--- src/rtl/seqgen_pkg.sv ---
// Shared types and constants for the sequence frame generator.
// Level defaults, FSM state encoding and CRC-8 constants.
package seqgen_pkg;

  typedef enum logic {
    S_IDLE = 1'b0,
    S_SEND = 1'b1
  } state_t;

  localparam int LEVEL_ONE_DEF  = 768;
  localparam int LEVEL_ZERO_DEF = 256;
  localparam int LEVEL_IDLE_DEF = 512;

  localparam int         CRC_W    = 8;
  localparam logic [7:0] CRC_POLY = 8'h07;
  localparam logic [7:0] CRC_INIT = 8'h00;

endpackage

--- src/rtl/seqgen_bit_timer.sv ---
// Bit-period counter: counts 0..CLKS_PER_BIT-1 and wraps.
// strobe marks the first clock of a bit, last marks its final clock.
module seqgen_bit_timer
  import seqgen_pkg::*;
#(
  parameter int CLKS_PER_BIT = 36
) (
  input  logic clock,
  input  logic reset,
  input  logic enable,
  input  logic restart,
  output logic strobe,
  output logic last
);

  localparam int CW = $clog2(CLKS_PER_BIT);

  logic [CW-1:0] count;

  always_ff @(posedge clock) begin
    if (reset || restart) begin
      count <= '0;
    end else if (enable) begin
      count <= last ? '0 : count + CW'(1);
    end
  end

  assign strobe = (count == '0);
  assign last   = (count == CW'(CLKS_PER_BIT - 1));

endmodule

--- src/rtl/sequence_frame_generator.sv ---
// Serial frame generator: sends {ID, payload[, CRC-8]} MSB first as level codes.
// Define SEQGEN_CRC_EN to append a CRC-8 tail to every frame.
module sequence_frame_generator
  import seqgen_pkg::*;
#(
  parameter int                PAYLOAD_W    = 32,
  parameter int                ID_W         = 8,
  parameter logic [ID_W-1:0]   ID_VALUE     = 'hB4,
  parameter int                CLKS_PER_BIT = 36,
  parameter int                OUT_W        = 10,
  parameter logic [OUT_W-1:0]  LEVEL_ONE    = OUT_W'(LEVEL_ONE_DEF),
  parameter logic [OUT_W-1:0]  LEVEL_ZERO   = OUT_W'(LEVEL_ZERO_DEF),
  parameter logic [OUT_W-1:0]  LEVEL_IDLE   = OUT_W'(LEVEL_IDLE_DEF)
) (
  input  logic                 clock,
  input  logic                 reset,
  input  logic                 enable,
  input  logic                 load,
  // sequence/repeat are reserved words, hence the suffixed names
  input  logic [PAYLOAD_W-1:0] sequence_data,
  input  logic                 repeat_mode,
  input  logic                 stop,
  output logic                 ready,
  output logic [OUT_W-1:0]     sequence_out,
  output logic                 bit_strobe,
  output logic                 frame_done
);

`ifdef SEQGEN_CRC_EN
  localparam int TAIL_W = CRC_W;
`else
  localparam int TAIL_W = 0;
`endif
  localparam int HEAD_W  = ID_W + PAYLOAD_W;
  localparam int FRAME_W = HEAD_W + TAIL_W;
  localparam int BW      = $clog2(FRAME_W);

  function automatic logic [FRAME_W-1:0] build(
    input logic [PAYLOAD_W-1:0] p
  );
`ifdef SEQGEN_CRC_EN
    logic [HEAD_W-1:0] h;
    logic [7:0]        c;
    h = {ID_VALUE, p};
    c = CRC_INIT;
    for (int i = HEAD_W - 1; i >= 0; i--) begin
      c = {c[6:0], 1'b0} ^ ((c[7] ^ h[i]) ? CRC_POLY : 8'h00);
    end
    return {h, c};
`else
    return {ID_VALUE, p};
`endif
  endfunction

  state_t             state_q, state_nxt;
  logic [BW-1:0]      bit_q, bit_nxt;
  logic [FRAME_W-1:0] frame_q, frame_nxt;
  logic [FRAME_W-1:0] shifted;
  logic               rep_q, rep_nxt;
  logic               stop_q, stop_nxt;
  logic [OUT_W-1:0]   level_nxt;
  logic               tick_first;
  logic               tick_last;
  logic               last_bit;
  logic               sending;

  assign sending  = (state_q == S_SEND);
  assign last_bit = (bit_q == BW'(FRAME_W - 1));

  seqgen_bit_timer #(
    .CLKS_PER_BIT(CLKS_PER_BIT)
  ) u_timer (
    .clock  (clock),
    .reset  (reset),
    .enable (enable),
    .restart(!sending),
    .strobe (tick_first),
    .last   (tick_last)
  );

  always_comb begin
    state_nxt = state_q;
    bit_nxt   = bit_q;
    frame_nxt = frame_q;
    rep_nxt   = rep_q;
    stop_nxt  = stop_q;
    if (enable) begin
      unique case (state_q)
        S_IDLE: begin
          if (load) begin
            state_nxt = S_SEND;
            bit_nxt   = '0;
            frame_nxt = build(sequence_data);
            rep_nxt   = repeat_mode;
            stop_nxt  = 1'b0;
          end
        end
        S_SEND: begin
          if (stop) stop_nxt = 1'b1;
          if (tick_last) begin
            if (!last_bit) begin
              bit_nxt = bit_q + BW'(1);
            end else begin
              // wrap to bit 0; leave SEND unless repeating without stop
              bit_nxt = '0;
              if (!rep_q || stop_q || stop) begin
                state_nxt = S_IDLE;
                rep_nxt   = 1'b0;
                stop_nxt  = 1'b0;
              end
            end
          end
        end
        default: state_nxt = S_IDLE;
      endcase
    end
    shifted   = frame_nxt << bit_nxt;
    level_nxt = LEVEL_IDLE;
    if (state_nxt == S_SEND) begin
      level_nxt = shifted[FRAME_W-1] ? LEVEL_ONE : LEVEL_ZERO;
    end
  end

  always_ff @(posedge clock) begin
    if (reset) begin
      state_q      <= S_IDLE;
      bit_q        <= '0;
      frame_q      <= '0;
      rep_q        <= 1'b0;
      stop_q       <= 1'b0;
      sequence_out <= LEVEL_IDLE;
    end else begin
      state_q      <= state_nxt;
      bit_q        <= bit_nxt;
      frame_q      <= frame_nxt;
      rep_q        <= rep_nxt;
      stop_q       <= stop_nxt;
      sequence_out <= level_nxt;
    end
  end

  assign ready      = !sending;
  assign bit_strobe = sending && tick_first && enable;
  assign frame_done = sending && tick_last && last_bit && enable;

endmodule

--- config.mk ---
export PLATFORM = sky130hd
export DESIGN_NAME = sequence_frame_generator
export DESIGN_NICKNAME = d
export VERILOG_FILES = /design/src/rtl/seqgen_pkg.sv /design/src/rtl/seqgen_bit_timer.sv /design/src/rtl/sequence_frame_generator.sv
export SDC_FILE = /design/constraint.sdc
export NUM_CORES = 1
export LEC_CHECK = 0
export ABC_AREA = 1
export CAP_MARGIN = 20
export CORE_MARGIN = 2
export CORE_UTILIZATION = 57
export CTS_BUF_LIST = sky130_fd_sc_hd__clkbuf_16
export CTS_CLUSTER_SIZE = 40
export DETAILED_ROUTE_END_ITERATION = 6
export GPL_ROUTABILITY_DRIVEN = 0
export PLACE_DENSITY = 0.85
export SYNTH_ARGS = -nofsm -noshare
export SYNTH_HDL_FRONTEND = slang
export SYNTH_SLANG_ARGS = --single-unit
export TNS_END_PERCENT = 20
--- constraint.sdc ---
create_clock -name clock -period 5.5 [get_ports clock]
set_input_delay 1.65 -clock clock [delete_from_list [all_inputs] [get_ports clock]]
set_output_delay 1.65 -clock clock [all_outputs]
set_load 0.05 [all_outputs]
==> summary.txt <==
Run status
  • Status: completed

Floorplanning
  • Overall die width: 75.49 um
  • Die area: 5698 um^2
  • Core area: 5010 um^2
  • Row count: 26
  • Starting Density: 58.14%
  • Die H: 75.49 um
  • IO Pins: 51

STA
  • Final max-slew violation count: 0
  • Final Critical Period: 4.661 ns
  • Final setup margin: 0.8389 ns
  • # setup viols final: 0
  • Clk_skew: 0.003775 ns
  • Fin Setup TNS: 0 ns
  • Worst Tran Pin Value: 0.5581 ns
  • Maximum clock frequency: 214.5 MHz
  • RSZ-0062 raised after global routing: no
  • Relative slew slack: 62.40%
  • Tcrit/Tclk final: 84.75%
  • Hold Vio Cnt, Final: 0

Placed design
  • Dpl ws: 0.8784 ns
  • DP Wirelength: 4407 um
  • Port Buffers: 42

Routing
  • DR vias: 2731
  • DRC viols: 0
  • Total wire length: 6578 um
  • ANT nets after route: 0
  • Drt initial violations: 228
  • Vias/cell: 5.232
  • First drt pass iteration count: 4
  • WL per Instance: 12.60 um

Power and ir drop
  • Static Leak: 1.637 nW
  • Comb pwr share: 11.7%
  • Max VDD drop: 225.0 uV
  • Switch Pwr: 0.0002766 W
  • Clock power frac: 51.8%
  • Internal: 0.0009318 W
  • Power Total: 0.001208 W
  • Sequential share of power: 36.5%
  • Power per Cell Area: 333.9 nW/um^2
  • Switching share of power: 22.89%

Setup path
  • Worst path arrival time: 3.01 ns
  • Setup crit start kind: input pin
  • Max Fanout on Critical Path: 10
  • Crit Path Class: in2out
  • CP Capture Type: output port
  • Worst R2R Start: sending$_SDFF_PP0_
  • Critical path origin: enable
  • WP data required: 3.85 ns

Global route
  • Vias in the first global route: 2512
  • Initial antenna violation count: 0
  • Total congestion overflow: 0
  • First-pass GRT wire length: 10850 um
  • Global-route usage over all layers: 24.94%
  • Largest net degree at the start of global routing: 50

Synth
  • Sequential area share after synthesis: 39.18%
  • Distinct cells, synth: 31
  • Synth warnings: 0
  • Synthesized cell area: 2913 um^2
  • Syn Inst Count: 412
  • Post-synthesis register bit count: 57
  • Syn Area/Cell: 7.070 um^2

CTS
  • Hold-fix buffers at CTS: 0
  • CTS Root Buffer Type: clkbuf_16
  • Clk_lat worst skew: 0.32 ns
  • Postcts setup bufs: 0
  • Htree depth: 3
  • Cts bufs inserted: 9
  • Post-CTS Resized: 0
  • TritonCTS clock tree: built
  • Clk sink count: 57
  • Clk buf depth: 2
  • Clock slew at reported path FFs: 0.05 ns

Finish
  • Most frequent cells in the layout: nand2_1, nor2_1, nand3_1
  • Final net count: 488
  • Layout area overhead: 24.27%
  • Commonest non-fill, non-tap cell in the layout: nand2_1
  • ANT cells: 0
  • Final design utilization: 72.25%
  • Share of cells above drive strength 1: 10.62%
  • # fillers: 406

Job
  • Maxcap violations: 0

Hold path
  • Hold path startpoint: frame_q[32]$_SDFF_PP0_
  • Tightest Hold Check Type: reg2reg
cells in the mapped netlist:
cell      instances  area [um^2]
inv_1            45        168.9
ha_1              3        37.54
xor2_1            3        26.28
inv_2             2        7.510
nor3_1            1        5.000
o31ai_1           1        7.510
mux2i_1           3        30.03
o21ai_0          26        130.1
a31oi_1           1        6.260
o21ai_2           1        8.760
nand3_1          61        305.3
nor3b_1           1        7.510
nor2_4            3        33.78
or2_2            15        93.84
nand3_2           2        20.02
nand4_1           5        31.28
o21a_1            4        30.03
dfxtp_1          57         1141
nand2_4           5        56.30
nor2_1           62        232.7
nand2_1          65        244.0
o21ai_1           6        30.03
buf_6             2        22.52
conb_1            1        3.750
buf_2             6        30.03
a21oi_1           9        45.04
o21bai_1          1        7.510
clkbuf_1          6        22.52
nand4_4           1        21.27
buf_4            13        97.59
clkinv_4          1        8.760
worst max-delay path: stages:
cell             delay, ns
clkdlybuf4s50_1       0.75
nand2_4               0.16
clkinv_4              0.10
nand2_1               0.07
inv_1                 0.09
buf_4                 0.20
through the flow:
stage,instance area (um^2),hold slack [ns],instances
4_1_cts,3620,0.4562,522
2_1_floorplan,2939,0.4254,419
5_1_grt,3620,0.4789,522
6_report,3620,0.4549,522
3_3_place_gp,3284,0.4350,506
3_5_place_dp,3284,0.4480,506
metal layers:
layer	part of all wire [%]	up-vias	GRT usage [%]
li1	-	1376	-
met1	43	1239	29.70
met2	49	88	42.61
met3	4.7	28	5.159
met4	3.2	0	12.48
met5	0	-	0
registers in the layout (all words and copies together), names as in the netlist:
register       flops
frame_q           40
sending            1
stop_q             1
sequence_out       2
bit_q              6
rep_q              1
u_timer.count      6
area by class of cell:
| cell class | count | area [um^2] | share of cell area [%] |
|---|---|---|---|
| multi-input combinational | 287 | 1440 | 39.79 |
| timing repair buffer | 44 | 430.4 | 11.89 |
| clock inverter | 7 | 110.1 | 3.042 |
| sequential | 57 | 1141 | 31.52 |
| clock buffer | 9 | 225.2 | 6.222 |
| inverter | 48 | 185.2 | 5.116 |
| tap | 70 | 87.58 | 2.420 |
power by group through the flow:
stage,clock [W],combinational [W],sequential (W)
final,0.000626,0.000141,0.000441
after detailed placement,0,0.000139,0.000449
after CTS,0.000627,0.000141,0.000441
after floorplan,0,0.0000968,0.000451
after global placement,0,0.000137,0.000448
after global routing,0.000647,0.000156,0.000442
worst paths after layout:
kind / to / slack (ns) / cells past startpoint
max: frame_done / 0.84 / 6
min: frame_q[32]$_SDFF_PP0_ / 0.45 / 2
max reg2reg: sequence_out[9]$_SDFF_PP1_ / 3.22 / 11
min reg2reg: frame_q[32]$_SDFF_PP0_ / 0.45 / 2
cell families after synthesis:
| kind of cell | synth area share, % |
|---|---|
| other | 0.1287 |
| muxes | 1.031 |
| xor gates and xnor gates | 0.9022 |
| adders and majority gates | 1.289 |
| DFF | 39.18 |
| and+or+nand+nor | 36.08 |
| AOI/OAI and AO/OA | 9.107 |
| buffers and inverters | 12.29 |
Note: power is estimated with default switching activity, not from simulation.
